--- config.mk ---
export PLATFORM = sky130hd
export DESIGN_NAME = mdu_iter
export DESIGN_NICKNAME = d
export VERILOG_FILES = /design/src/rtl/mdu_pkg.sv /design/src/rtl/mdu_iter.sv
export SDC_FILE = /design/constraint.sdc
export NUM_CORES = 1
export LEC_CHECK = 0
export CORE_AREA = 2 2 181 183
export CTS_BUF_LIST = sky130_fd_sc_hd__clkbuf_4
export CTS_CLUSTER_DIAMETER = 50
export CTS_CLUSTER_SIZE = 16
export DETAILED_ROUTE_END_ITERATION = 8
export DIE_AREA = 0 0 183 185
export DONT_BUFFER_PORTS = 1
export HOLD_SLACK_MARGIN = 0.03
export PLACE_DENSITY_LB_ADDON = 0.15
export SYNTH_ARGS = -nofsm -noshare
export SYNTH_HDL_FRONTEND = slang
export SYNTH_SLANG_ARGS = --single-unit
--- constraint.sdc ---
create_clock -name clk -period 12 [get_ports clk]
set_clock_uncertainty 0.05 [all_clocks]
set_input_delay 3.6 -clock clk [delete_from_list [all_inputs] [get_ports clk]]
set_output_delay 3.6 -clock clk [all_outputs]
set_load 0.1 [all_outputs]
--- src/rtl/mdu_pkg.sv ---
// rtl/mdu_pkg.sv - op/state encodings and two's-complement helper for mdu_iter
package mdu_pkg;

    // Widest vector the negate helper handles (2*W for the product)
    localparam int MDU_MAX_W = 128;

    typedef enum logic [2:0] {
        MDU_MULT  = 3'd0,
        MDU_MULTU = 3'd1,
        MDU_DIV   = 3'd2,
        MDU_DIVU  = 3'd3,
        MDU_MTHI  = 3'd4,
        MDU_MTLO  = 3'd5
    } mdu_op_e;

    typedef enum logic [1:0] {
        IDLE  = 2'd0,
        CALC  = 2'd1,
        FIXUP = 2'd2
    } mdu_state_e;

    // Conditional two's-complement negate; low bits of the result depend only on low bits of x
    function automatic logic [MDU_MAX_W-1:0] cond_neg(input logic [MDU_MAX_W-1:0] x, input logic en);
        return en ? ('0 - x) : x;
    endfunction

endpackage

--- src/rtl/mdu_iter.sv ---
// rtl/mdu_iter.sv - iterative MULT/DIV unit with HI/LO registers; optional MDU_EARLY_TERM_EN
module mdu_iter
    import mdu_pkg::*;
#(
    parameter  int W     = 32,
    localparam int CNT_W = $clog2(W) + 1
) (
    input  logic         clk,
    input  logic         rst_n,
    input  logic         start,
    input  logic [2:0]   op,
    input  logic [W-1:0] rs,
    input  logic [W-1:0] rt,
    input  logic         flush,
    output logic         busy,
    output logic         done,
    output logic [W-1:0] hi,
    output logic [W-1:0] lo,
    output logic         div_by_zero
);

    mdu_state_e state_q, state_d;

    // Shared shift register: multiply {acc, multiplier}, divide {remainder, dividend/quotient}
    logic [2*W:0]     acc_q;
    logic [W-1:0]     opnd_q;
    logic [CNT_W-1:0] cnt_q;
    logic             is_div_q, res_neg_q, rem_neg_q, dz_q, mt_pend_q;

    logic             accept, accept_mt, sgn_op, a_neg, b_neg;
    logic             early, step, finish, div_ok;
    logic [W-1:0]     a_mag, b_mag, quot, rem;
    logic [W:0]       alu_a, alu_b;
    logic [W+1:0]     alu_s;
    logic [2*W:0]     div_sh, acc_next;
    logic [2*W-1:0]   prod_raw, prod;

    function automatic logic [W-1:0] neg_w(input logic [W-1:0] x, input logic en);
        logic [MDU_MAX_W-1:0] t;
        t        = '0;
        t[W-1:0] = x;
        t        = cond_neg(t, en);
        return t[W-1:0];
    endfunction

    function automatic logic [2*W-1:0] neg_2w(input logic [2*W-1:0] x, input logic en);
        logic [MDU_MAX_W-1:0] t;
        t          = '0;
        t[2*W-1:0] = x;
        t          = cond_neg(t, en);
        return t[2*W-1:0];
    endfunction

    assign accept    = start && (state_q == IDLE) && !op[2];
    assign accept_mt = start && (state_q == IDLE) && (op == MDU_MTHI || op == MDU_MTLO);
    assign sgn_op    = (op == MDU_MULT) || (op == MDU_DIV);
    assign a_neg     = sgn_op && rs[W-1];
    assign b_neg     = sgn_op && rt[W-1];
    assign a_mag     = neg_w(rs, a_neg);
    assign b_mag     = neg_w(rt, b_neg);

`ifdef MDU_EARLY_TERM_EN
    // At least one iteration runs, then stop once the unshifted multiplier bits are all zero
    assign early = !is_div_q && (cnt_q != CNT_W'(W))
                 && ((acc_q[W-1:0] & ~({W{1'b1}} << cnt_q)) == '0);
`else
    assign early = 1'b0;
`endif

    assign step   = (state_q == CALC) && !flush && (cnt_q != '0) && !early;
    assign finish = (state_q == FIXUP) && !flush;

    // One adder: conditional add for multiply, trial subtract (a + ~b + 1) for divide
    always_comb begin
        div_sh = acc_q << 1;
        alu_a  = is_div_q ? div_sh[2*W:W] : acc_q[2*W:W];
        alu_b  = is_div_q ? ~{1'b0, opnd_q} : (acc_q[0] ? {1'b0, opnd_q} : '0);
        alu_s  = {1'b0, alu_a} + {1'b0, alu_b} + (W+2)'(is_div_q);
        div_ok = alu_s[W+1];
        if (is_div_q)
            acc_next = div_ok ? {alu_s[W:0], div_sh[W-1:1], 1'b1} : div_sh;
        else
            acc_next = {1'b0, alu_s[W:0], acc_q[W-1:1]};
    end

    // Sign fixup and result selection consumed on the FIXUP edge
    always_comb begin
`ifdef MDU_EARLY_TERM_EN
        prod_raw = acc_q[2*W-1:0] >> cnt_q;
`else
        prod_raw = acc_q[2*W-1:0];
`endif
        prod = neg_2w(prod_raw, res_neg_q);
        quot = dz_q ? '1 : neg_w(acc_q[W-1:0], res_neg_q);
        rem  = neg_w(acc_q[2*W-1:W], rem_neg_q);
    end

    // State register
    always_ff @(posedge clk or negedge rst_n) begin
        if (!rst_n) state_q <= IDLE;
        else        state_q <= state_d;
    end

    // Next-state: flush aborts CALC/FIXUP, start wins in IDLE
    always_comb begin
        state_d = state_q;
        case (state_q)
            IDLE:    if (accept) state_d = CALC;
            CALC:    if (flush) state_d = IDLE;
                     else if ((cnt_q == '0) || early) state_d = FIXUP;
            FIXUP:   state_d = IDLE;
            default: state_d = IDLE;
        endcase
    end

    // Datapath, counter, HI/LO and handshake registers
    always_ff @(posedge clk or negedge rst_n) begin
        if (!rst_n) begin
            acc_q       <= '0;
            opnd_q      <= '0;
            cnt_q       <= '0;
            is_div_q    <= 1'b0;
            res_neg_q   <= 1'b0;
            rem_neg_q   <= 1'b0;
            dz_q        <= 1'b0;
            mt_pend_q   <= 1'b0;
            busy        <= 1'b0;
            done        <= 1'b0;
            hi          <= '0;
            lo          <= '0;
            div_by_zero <= 1'b0;
        end else begin
            done      <= finish || mt_pend_q;
            mt_pend_q <= accept_mt;
            if (accept) begin
                acc_q       <= {{(W+1){1'b0}}, (op[1] ? a_mag : b_mag)};
                opnd_q      <= op[1] ? b_mag : a_mag;
                cnt_q       <= CNT_W'(W);
                is_div_q    <= op[1];
                res_neg_q   <= a_neg ^ b_neg;
                rem_neg_q   <= a_neg;
                dz_q        <= op[1] && (rt == '0);
                busy        <= 1'b1;
                div_by_zero <= 1'b0;
            end else if (accept_mt) begin
                if (op == MDU_MTHI) hi <= rs;
                else                lo <= rs;
                div_by_zero <= 1'b0;
            end
            if (step) begin
                acc_q <= acc_next;
                cnt_q <= cnt_q - CNT_W'(1);
            end
            if (finish) begin
                hi          <= is_div_q ? rem  : prod[2*W-1:W];
                lo          <= is_div_q ? quot : prod[W-1:0];
                busy        <= 1'b0;
                div_by_zero <= dz_q;
            end
            if (flush && (state_q != IDLE)) busy <= 1'b0;
        end
    end

endmodule
==> summary.txt <==
Yosys
  • Syn Nets: 1885
  • YS warnings: 0
  • Area of the mapped netlist: 14240 µm²
  • Ys async rst share: 100.0%
  • Unique masters post-synth: 72
  • Post-synth EDFFs: 0
  • Dominant synthesized flop cell: dfrtp_1
  • Post-Syn Instances: 1774
  • Yosys reg bits: 177
  • Register area share after synthesis: 31.09%
  • Syn avg cell area: 8.030 µm²

Timing
  • Worst-margin pin slew: 1.236 ns
  • RSZ-0062 raised after global routing: no
  • Highest clock rate: 0.1543 GHz
  • Final Max Tran Viols: 0
  • Worst slew margin: 16.86%
  • Final setup vio count: 0
  • Tcrit/Tclk final: 54.02%
  • Post-layout min period: 6.483 ns
  • Final hold viol count: 0
  • Setup TNS Final: 0 ns

Hold path
  • Worst hold stages: 1
  • Worst hold-check path type: reg -> reg
  • Hold path start: mt_pend_q
  • Min-Delay Endpoint: done

Floorplanning
  • Die Wd: 183 µm
  • Die ar.: 33860 µm²
  • Core area: 32040 µm²
  • I/O Pins: 138
  • Initial Utilization: 44.46%
  • # rows: 66
  • Die Span Y: 185 µm

Finish
  • Most common cell after layout, fill and taps aside: nand2_1
  • Layout cell share with drive strength beyond 1: 6.409%
  • Most frequent cells in the layout: nand2_1, o21ai_0, dfrtp_1, a21oi_1, nor2_1
  • P&R area growth vs syn: 3.215%
  • Layout Nets: 1783

GRT
  • Number of global-route vias before repair: 12.36k
  • Largest net degree at the start of global routing: 178
  • Initial antenna violation count: 2
  • All-layer global routing usage: 30.31%
  • First-pass GRT wire length: 77420 µm
  • Overflow after GRT: 0

Drt
  • Drt initial violations: 1250
  • Wirelength, routed: 52080 µm
  • # DRC: 0
  • Wl on met1: 22520 µm
  • First-pass DRT Iterations: 7
  • Final ANT Viol Nets: 0
  • Wire length on met2: 22900 µm
  • Uppermost routed layer: met4
  • DR vias: 13.43k
  • Met3 wire len: 4673 µm
  • DR vias/cell: 6.414
  • WL/cell: 24.87 µm

Worst setup path
  • Worst endpoint data arrival time: 6.98 ns
  • Nature of the critical path endpoint: register
  • R2R Path Start: is_div_q
  • Critical path class: in -> reg
  • Reg2Reg Depth: 16
  • Crit path max fanout: 5
  • Critical path data required time: 12.50 ns
  • Startpoint class of the critical path: primary input
  • RR Endpoint: acc_q[60]
  • Crit path launch: rs[5]
  • R2R Setup Slk: 6.52 ns

Clock tree
  • Worst-Skew Late Latency: 0.63 ns
  • CTS Sinks: 177
  • Max Buffers Root-to-Sink: 2
  • CTS tree: done
  • Hold buffers post-CTS: 0
  • CTS buffer count: 17
  • H-tree depth: 4
  • Root Buffer: clkbuf_4
  • Register clock-pin slew on the reported worst setup and hold paths: 0.17 ns
  • Post-CTS Setup Bufs: 0
  • Post_cts resized: 0

Outcome
  • Outcome: finished clean

Pwr
  • Pwr Total: 4.018 mW
  • PwrDens: 273.3 nW/µm²
  • Leakage: 5.765 nW
  • Worst VDD drop: 0.0001146 V

Place
  • RePlAce Congestion: 0.9242
  • Port Buffer Count: 0
  • Dpl hpwl: 38740 µm

Run
  • Max Cap Violations: 0
-- cell type report --
cell class                      count  area (µm²)
Antenna cell                        1       2.502
Sequential cell                   177        4433
Clock inverter                     14       177.7
Timing Repair Buffer               14       105.1
Clock buffer                       18       135.1
Multi-Input combinational cell   1429        9215
Inverter                           33       123.9
Fill cell                        3199       17340
Tap cell                          408       510.5
-- critical path, cell delays in order --
cell,delay [ns]
nor4_1,0.98
and3_1,0.38
nand2_1,0.09
nor4_1,0.93
nand2_1,0.24
o21ai_0,0.23
nand2_1,0.10
mux2_2,0.28
o221ai_2,0.15
-- through the flow --
stage	util [%]	hold slack [ns]	setup WS [ns]	std cells	instance area (µm²)
final	45.89	0.4047	5.517	2094	14700
after global routing	45.89	0.4341	5.397	2094	14700
after CTS	45.88	0.4028	5.630	2093	14700
after detailed placement	44.90	0.3690	4.959	2061	14390
after global placement	44.90	0.3658	4.994	2061	14390
after floorplan	-	0.3584	6.034	1774	14240
-- worst max-delay path by stage --
stage / endpoint / slack [ns] / cells after the start
6_report: acc_q[31] / 5.52 / 9
3_3_place_gp: acc_q[29] / 4.99 / 8
4_1_cts: opnd_q[29] / 5.63 / 8
3_5_place_dp: opnd_q[27] / 4.96 / 8
5_1_grt: acc_q[29] / 5.40 / 8
2_1_floorplan: acc_q[23] / 6.03 / 8
-- kinds of logic (layout without fill, tap and decap cells) --
family / Yosys count / in the layout / synth area share (%)
DFF: 177 / 177 / 31.09
AOI/OAI and AO/OA: 540 / 540 / 23.94
other: 0 / 1 / 0
xor gates and xnor gates: 143 / 143 / 8.792
adders and majority gates: 40 / 40 / 3.619
muxes: 118 / 118 / 8.555
buffers and inverters: 168 / 79 / 4.497
and+or+nand+nor: 588 / 588 / 19.50
-- synthesized netlist by cell type, drive strengths merged, types with 13 or more instances --
| library cell | n | area share, % |
|---|---|---|
| nor4 | 15 | 0.97 |
| nand3 | 55 | 1.9 |
| a22oi | 14 | 0.74 |
| o221ai | 39 | 2.4 |
| mux2i | 88 | 6.2 |
| o31ai | 21 | 1.1 |
| dfrtp | 177 | 31 |
| xnor2 | 81 | 5.0 |
| ha | 38 | 3.3 |
| nand2 | 273 | 7.2 |
| buf | 16 | 0.48 |
| a32oi | 30 | 1.8 |
| a211oi | 13 | 0.69 |
| a21o | 13 | 0.69 |
| mux2 | 30 | 2.4 |
| inv | 33 | 0.87 |
| or3 | 37 | 1.7 |
| a21oi | 112 | 3.9 |
| xor2 | 62 | 3.8 |
| o21ai | 203 | 7.1 |
| nor3 | 28 | 1.0 |
| a31oi | 24 | 1.1 |
| clkbuf | 119 | 3.1 |
| nor2 | 100 | 2.7 |
-- metal layers --
metal	vias to the layer above	global-route usage [%]
li1	6241	-
met5	-	0
met4	0	12.19
met2	578	46.06
met3	83	6.921
met1	6528	41.64
-- registers in the layout, indices dropped and copies added (netlist names), 2 cells and up --
signal   flops
cnt_q        6
hi          32
lo          32
state_q      2
acc_q       65
opnd_q      32
-- power breakdown --
group          switching, mW  internal, mW
combinational          0.993         0.700
clock                  0.252         0.151
sequential              1.12         0.807
total                   2.36          1.66
(Power assumes the default switching activity.)
